File: src/rtl/serial_sub4_cmp.sv
// Bit-serial a - b - bin, LSB first, one bit per clock.
// Registers diff, borrow and the Gt/Ls/Eq/Error flags once all bits are done.
module serial_sub4_cmp #(
  parameter int WIDTH = 4
) (
  input  logic             clk,
  input  logic             rst_n,
  input  logic             start,
  input  logic [WIDTH-1:0] a,
  input  logic [WIDTH-1:0] b,
  input  logic             bin,
  output logic             busy,
  output logic             done,
  output logic [WIDTH-1:0] diff,
  output logic             bout,
  output logic             Gt,
  output logic             Ls,
  output logic             Eq,
  output logic             Error
);

  localparam int CW = $clog2(WIDTH) + 1;

  typedef enum logic [1:0] {
    IDLE,
    SHIFT,
    DONE
  } state_t;

  state_t state_q, state_d;

  logic [WIDTH-1:0] a_q, a_d;
  logic [WIDTH-1:0] b_q, b_d;
  logic [WIDTH-1:0] res_q, res_d;
  logic [CW-1:0]    cnt_q, cnt_d;
  logic             br_q, br_d;

  logic [WIDTH-1:0] diff_q, diff_d;
  logic             bout_q, bout_d;
  logic             gt_q, gt_d;
  logic             ls_q, ls_d;
  logic             eq_q, eq_d;
  logic             err_q, err_d;

  logic             ai, bi, di, br_nx;
  logic [WIDTH-1:0] shifted;
  logic             last;

  always_comb begin
    state_d = state_q;
    a_d     = a_q;
    b_d     = b_q;
    res_d   = res_q;
    cnt_d   = cnt_q;
    br_d    = br_q;
    diff_d  = diff_q;
    bout_d  = bout_q;
    gt_d    = gt_q;
    ls_d    = ls_q;
    eq_d    = eq_q;
    err_d   = err_q;

    ai      = a_q[0];
    bi      = b_q[0];
    di      = ai ^ bi ^ br_q;
    br_nx   = (~ai & bi) | (~(ai ^ bi) & br_q);
    shifted = {di, res_q[WIDTH-1:1]};
    last    = (cnt_q == CW'(WIDTH - 1));

    unique case (state_q)
      IDLE: begin
        if (start) begin
          a_d     = a;
          b_d     = b;
          br_d    = bin;
          res_d   = '0;
          cnt_d   = '0;
          state_d = SHIFT;
        end
      end
      SHIFT: begin
        a_d   = a_q >> 1;
        b_d   = b_q >> 1;
        br_d  = br_nx;
        res_d = shifted;
        cnt_d = cnt_q + CW'(1);
        if (last) begin
          // br_q here is the borrow entering the MSB
          state_d = DONE;
          diff_d  = shifted;
          bout_d  = br_nx;
          ls_d    = br_nx;
          eq_d    = (shifted == '0) & ~br_nx;
          gt_d    = (shifted != '0) & ~br_nx;
          err_d   = br_q ^ br_nx;
        end
      end
      DONE: begin
        state_d = IDLE;
      end
      default: begin
        state_d = IDLE;
      end
    endcase
  end

  always_ff @(posedge clk or negedge rst_n) begin
    if (!rst_n) begin
      state_q <= IDLE;
      a_q     <= '0;
      b_q     <= '0;
      res_q   <= '0;
      cnt_q   <= '0;
      br_q    <= 1'b0;
      diff_q  <= '0;
      bout_q  <= 1'b0;
      gt_q    <= 1'b0;
      ls_q    <= 1'b0;
      eq_q    <= 1'b0;
      err_q   <= 1'b0;
    end else begin
      state_q <= state_d;
      a_q     <= a_d;
      b_q     <= b_d;
      res_q   <= res_d;
      cnt_q   <= cnt_d;
      br_q    <= br_d;
      diff_q  <= diff_d;
      bout_q  <= bout_d;
      gt_q    <= gt_d;
      ls_q    <= ls_d;
      eq_q    <= eq_d;
      err_q   <= err_d;
    end
  end

  assign busy  = (state_q == SHIFT);
  assign done  = (state_q == DONE);
  assign diff  = diff_q;
  assign bout  = bout_q;
  assign Gt    = gt_q;
  assign Ls    = ls_q;
  assign Eq    = eq_q;
  assign Error = err_q;

endmodule

File: config.mk
export PLATFORM = sky130hd
export DESIGN_NAME = serial_sub4_cmp
export DESIGN_NICKNAME = d
export VERILOG_FILES = /design/src/rtl/serial_sub4_cmp.sv
export SDC_FILE = /design/constraint.sdc
export NUM_CORES = 1
export LEC_CHECK = 0
export CORE_UTILIZATION = 40
export CTS_CLUSTER_SIZE = 40
export DETAILED_ROUTE_END_ITERATION = 8
export MAX_ROUTING_LAYER = met4
export RECOVER_POWER = 100
export SLEW_MARGIN = 20
export SYNTH_ARGS = -nofsm -noshare
export SYNTH_HDL_FRONTEND = slang
export SYNTH_SLANG_ARGS = --single-unit
export TNS_END_PERCENT = 30
File: constraint.sdc
create_clock -name clk -period 2 [get_ports clk]
set_input_delay 0.6 -clock clk [delete_from_list [all_inputs] [get_ports clk]]
set_output_delay 0.6 -clock clk [all_outputs]
set_load 0.02 [all_outputs]
== Word-level counts from Yosys, hierarchy flattened ==
Cells that the tools add are included.
Operators by class
  add/subtract/negate cells: 1
  reductions and logical operators: 7
  equality and inequality tests: 5
  mux-type cells: 13
  bitwise gates (word level): 11
Operators by type and width (count)
  case mux 4 bit (2 select lines): 3
  two-way mux 4 bit: 3
  case mux 3 bit (2 select lines): 1
  AND reduction 2 bit: 3
  bitwise AND 1 bit: 4
  logical NOT 4 bit: 1
  two-way mux 2 bit: 2
  case mux 2 bit (2 select lines): 1
  nonzero test 4 bit: 1
  adder 3 x 1 -> 3 bit (second input constant): 1
  == test 3 x 2 -> 1 bit (second input constant): 1
  two-way mux 3 bit: 1
  NOT 1 bit: 3
  bitwise XOR 1 bit: 3
  == test 2 x 1 -> 1 bit (second input constant): 1
  == test 2 bit (second input constant): 1
  logical NOT 2 bit: 1
  != test 2 x 1 -> 1 bit (second input constant): 1
  != test 2 bit (second input constant): 1
  case mux 1 bit (2 select lines): 1
  nonzero test 2 bit: 1
  two-way mux 1 bit: 1
  OR 1 bit: 1
Storage, ports and cells
  input bits: 12
  logic and storage cells: 48
  output and inout bits: 11
  register bits: 26

== Longest topological paths before layout ==
  word-level depth: 6
  mapped depth: 6
  mapped depth without buffers: 5

== Least setup slack after synthesis ==
Ideal clock, no wire load.
  path type: register -> output
  start: reg state_q[1]
  end: out done
  data required time: 1400 ps
  path buffers: 1
  path slack: 488 ps
  stages on the path, launching flop included: 4
  arrival: 912 ps
  path through: dfrtp_1 -> buf_2 -> inv_1 -> nor2_1
Between the ends
  cells in the longest elaborated chain, start to end: 1
Ends and longest elaborated chain
  start, declared: RTL line 30  | state_t state_q, state_d;
  start signal, assigned: RTL line 122  | state_q <= state_d;
  == test 2 bit: RTL line 138  | assign done = (state_q == DONE);
  end, declared: RTL line 13  | output logic done,
No other way between the ends.

== Worst setup path after layout ==
  start: reg state_q[1]
  end: out busy
Between the ends
  cells in the longest elaborated chain, start to end: 1
Ends and longest elaborated chain
  == test 2 x 1 -> 1 bit: RTL line 137  | assign busy = (state_q == SHIFT);
  end, declared: RTL line 12  | output logic busy,
No other way between the ends.

==> impl_results.rst <==
.. list-table::
   :header-rows: 1

   * - Metric
     - Value
   * - Unrepaired setup endpoints after global routing
     - false
   * - Fraction of final layout cells with drive strength greater than 1
     - 11.38%
   * - Post-synthesis area per instance
     - 11.77 um2
   * - Hpwl dp
     - 1571 um
   * - Insertion delay to the later sink of the worst-skew pair
     - 0.31 ns
   * - I/O pin cnt
     - 23
   * - Net count, final
     - 139
   * - Max-cap violations
     - 0
   * - Average routed wire per standard cell
     - 13.84 um
   * - Pin count of the biggest net entering global routing
     - 26
   * - Result of the run
     - completed
   * - Commonest cells after routing, fill and taps aside
     - 25 x sky130_fd_sc_hd__dfrtp_1, 18 x sky130_fd_sc_hd__clkdlybuf4s50_1, 8 x sky130_fd_sc_hd__inv_1, 8 x sky130_fd_sc_hd__nand2_1, 8 x sky130_fd_sc_hd__o21ai_0
   * - Total iterations of the first detailed-routing run
     - 4
   * - Vias per cell
     - 5.392
   * - Number of antenna violations at the first check in global routing
     - 0
   * - Number of enable-type register cells in the synthesized netlist
     - 0
   * - Flop and latch count out of synthesis
     - 25
   * - Overall die area
     - 3012 um2
   * - First-pass GRT wire length
     - 3353 um
   * - Count of hold buffers inserted by post-cts repair
     - 0
   * - Number of cell rows
     - 18
   * - Number of global-route vias before repair
     - 761
   * - Post-Place Worst Slack
     - 0.1397 ns
   * - Worst Setup Start Kind
     - flip-flop
   * - Final core utilization
     - 54.43%
   * - Number of inserted diodes
     - 0
   * - Count of endpoints failing hold in the final timing report
     - 0
   * - Layout-stage area growth over the synthesis result
     - 24.94%
   * - Number of buffers added by the clock tree synthesis step
     - 3
   * - Count of H-tree levels built during CTS
     - 1
   * - Fraction of the mapped netlist area in compound gates
     - 18.90%
   * - Setup tns final
     - 0 ns
   * - Cell area after synthesis
     - 1119 um2
   * - Final setup slack of the worst path
     - 0.09196 ns
   * - Share of synthesized flip-flops with an asynchronous set or reset
     - 100.0%
   * - Critical path launch point
     - state_q[1]
   * - Time the final worst path needs with I/O delays and setup
     - 1.908 ns
   * - Die height
     - 54.88 um
   * - Width of the die
     - 54.88 um
   * - Worst-Margin Slew
     - 0.6064 ns
   * - Port Buffers
     - 22
   * - Part of the power in the clock network
     - 9.8%
   * - Highest achievable clock rate
     - 524.1 MHz
   * - Routability congestion estimate
     - 0.7792
   * - Arrival time worst endpoint
     - 1.31 ns
   * - Worst setup path class
     - flip-flop to output pin
   * - Setup Skew
     - 0.004124 ns
   * - Combinational power share
     - 50.1%
   * - Worst-path maximum fanout
     - 3
   * - Adder-Cell Fraction of Synth Area
     - 4.027%
   * - Switching power total
     - 852.2 uW
   * - Final number of max-transition violations
     - 0
   * - Dominant register cell in the synthesized netlist
     - sky130_fd_sc_hd__dfrtp_1
   * - Largest family of logic cells by synthesized area
     - compound AO/OA/AOI/OAI gates
   * - Min-delay src
     - Error
   * - Endpoint type of the worst setup path
     - output pin
   * - Clk slew on worst S/H paths
     - 0.13 ns
   * - Sequential fraction of design power
     - 40.1%
   * - Critical path data required time
     - 1.40 ns
   * - Cell chosen for the clock root
     - sky130_fd_sc_hd__clkbuf_4
   * - Max-slew headroom
     - 59.57%
   * - Number of unique standard cell types used by synthesis
     - 31
   * - Portion of the post-synthesis area used by sequential elements
     - 55.93%
   * - Initial Utilization
     - 43.57%
   * - Leading cell type in the layout, fill and taps excluded
     - sky130_fd_sc_hd__dfrtp_1
   * - Number of warnings issued by yosys
     - 0
   * - Antenna Nets Post-Route
     - 0
   * - Areal power density over the cells
     - 1597 nW/um2
   * - Startpoint of the worst register-to-register path
     - cnt_q[0]
   * - Initial drt markers
     - 16
   * - Gate Count Post-Synth
     - 95
   * - Post-synthesis share of cell area spent on xor and xnor gates
     - 0.7830%
   * - Net count after synthesis
     - 110
   * - Routed via count
     - 825
   * - Total routed wirelength
     - 2117 um
   * - Number of setup violations in the final report
     - 0
   * - Multiplexer fraction of the synthesized cell area
     - 4.027%
   * - All-layer global routing usage
     - 16.95%
   * - Standard cell core area
     - 2567 um2
   * - Total congestion overflow after global routing
     - 0
   * - Switching part of the total
     - 38.17%
   * - Worst ir drop on vdd
     - 0.8621 mV
   * - Cell leakage power
     - 0.6350 nW
   * - Residual DRC
     - 0
   * - Post-Synth Simple-Gate Area
     - 11.07%
   * - Maximum count of clock buffers along a single path
     - 2
   * - Worst hold path type
     - flip-flop to flip-flop
   * - Crit share post-route
     - 95.40%
   * - Number of sinks handled by clock tree synthesis
     - 25
   * - Cell internal power dissipation
     - 1.380 mW
   * - TritonCTS clock tree
     - done
==> critical path, cell delays in order (launching register included) <==
cell and delay, ns:
sky130_fd_sc_hd__dfrtp_1 0.42, sky130_fd_sc_hd__nand2b_2 0.18, sky130_fd_sc_hd__inv_1 0.06, sky130_fd_sc_hd__dlygate4sd2_1 0.33
==> path summary, 6_finish.rpt <==
kind | endpoint | slack, ns | depth (start not counted)
setup / recovery | busy | 0.09 | 3
hold / removal | Error | 0.50 | 2
setup reg to reg | diff[3] | 0.26 | 4
hold reg to reg | Error | 0.50 | 2
max in group asynchronous | br_q | 0.80 | 2
min in group asynchronous | Error | 0.81 | 2
==> metal layers <==
metal	vias to the layer above	share of wire [%]	GRT usage, %
li1	395	-	-
met1	405	48	20.59
met2	21	47	26.31
met3	4	3.3	2.500
met4	0	1.6	10.26
met5	-	0	-
==> sequential cells by signal, summed over array words and instances, names as in the netlist <==
| name | cells |
|---|---|
| a_q | 4 |
| b_q | 4 |
| diff | 4 |
| cnt_q | 3 |
| res_q | 3 |
| state_q | 2 |
| Eq | 1 |
| Error | 1 |
| Gt | 1 |
| Ls | 1 |
| br_q | 1 |
==> cell usage after synthesis, types with 2 or more instances <==
library cell	instances	area share [%]
sky130_fd_sc_hd__o22a_1	4	3.1
sky130_fd_sc_hd__o22ai_1	3	1.7
sky130_fd_sc_hd__o2bb2ai_1	2	1.6
sky130_fd_sc_hd__buf_2	2	0.89
sky130_fd_sc_hd__inv_1	8	2.7
sky130_fd_sc_hd__a21oi_1	2	0.89
sky130_fd_sc_hd__dfrtp_1	25	56
sky130_fd_sc_hd__nand2_1	8	2.7
sky130_fd_sc_hd__ha_1	2	2.2
sky130_fd_sc_hd__o21ai_0	8	3.6
sky130_fd_sc_hd__mux2_2	4	4.0
sky130_fd_sc_hd__nor2_1	3	1.0
sky130_fd_sc_hd__nand2b_1	3	1.7
sky130_fd_sc_hd__a22o_1	4	3.1
==> through the flow <==
stage / instances / power, mW / hold WS [ns] / cell area (um2)
global placement: 149 / 2.050 / 0.4601 / 1393
global route: 153 / 2.409 / 0.5337 / 1398
finish: 153 / 2.232 / 0.4994 / 1398
CTS: 153 / 2.282 / 0.5047 / 1416
floorplan: 95 / 1.640 / 0.3044 / 1119
detailed placement: 149 / 2.069 / 0.4748 / 1393
==> power groups by stage <==
stage	sequential, mW	clock (mW)	combinational, mW
finish	0.894	0.219	1.12
global route	0.922	0.251	1.24
CTS	0.902	0.229	1.15
detailed placement	0.913	0	1.16
global placement	0.902	0	1.15
floorplan	0.956	0	0.684
==> cell families (layout without fill, tap and decap cells) <==
| logic type | Yosys count | in the layout |
|---|---|---|
| buffers and inverters | 12 | 40 |
| multiplexers | 4 | 4 |
| flip-flops | 25 | 25 |
| AND/OR/NAND/NOR | 21 | 21 |
| adder cells (fa/ha/maj) | 3 | 3 |
| XOR/XNOR | 1 | 1 |
| AO/OA/AOI/OAI | 29 | 29 |
==> layout make-up <==
type                            count  area [um2]
Fill cell                         249        1170
Inverter                            8       30.03
Clock buffer                        4       26.28
Multi-Input combinational cell     58       421.7
Tap cell                           30       37.54
Timing Repair Buffer               28       256.5
Sequential cell                    25       625.6
==> timing repair <==
action / 4_1_cts / 5_1_grt
gates resized for setup: 2 / 0
setup buffers: 0 / 0
endpoints found under the setup margin: 2 / 0
Power figures use the tool's default switching activity.
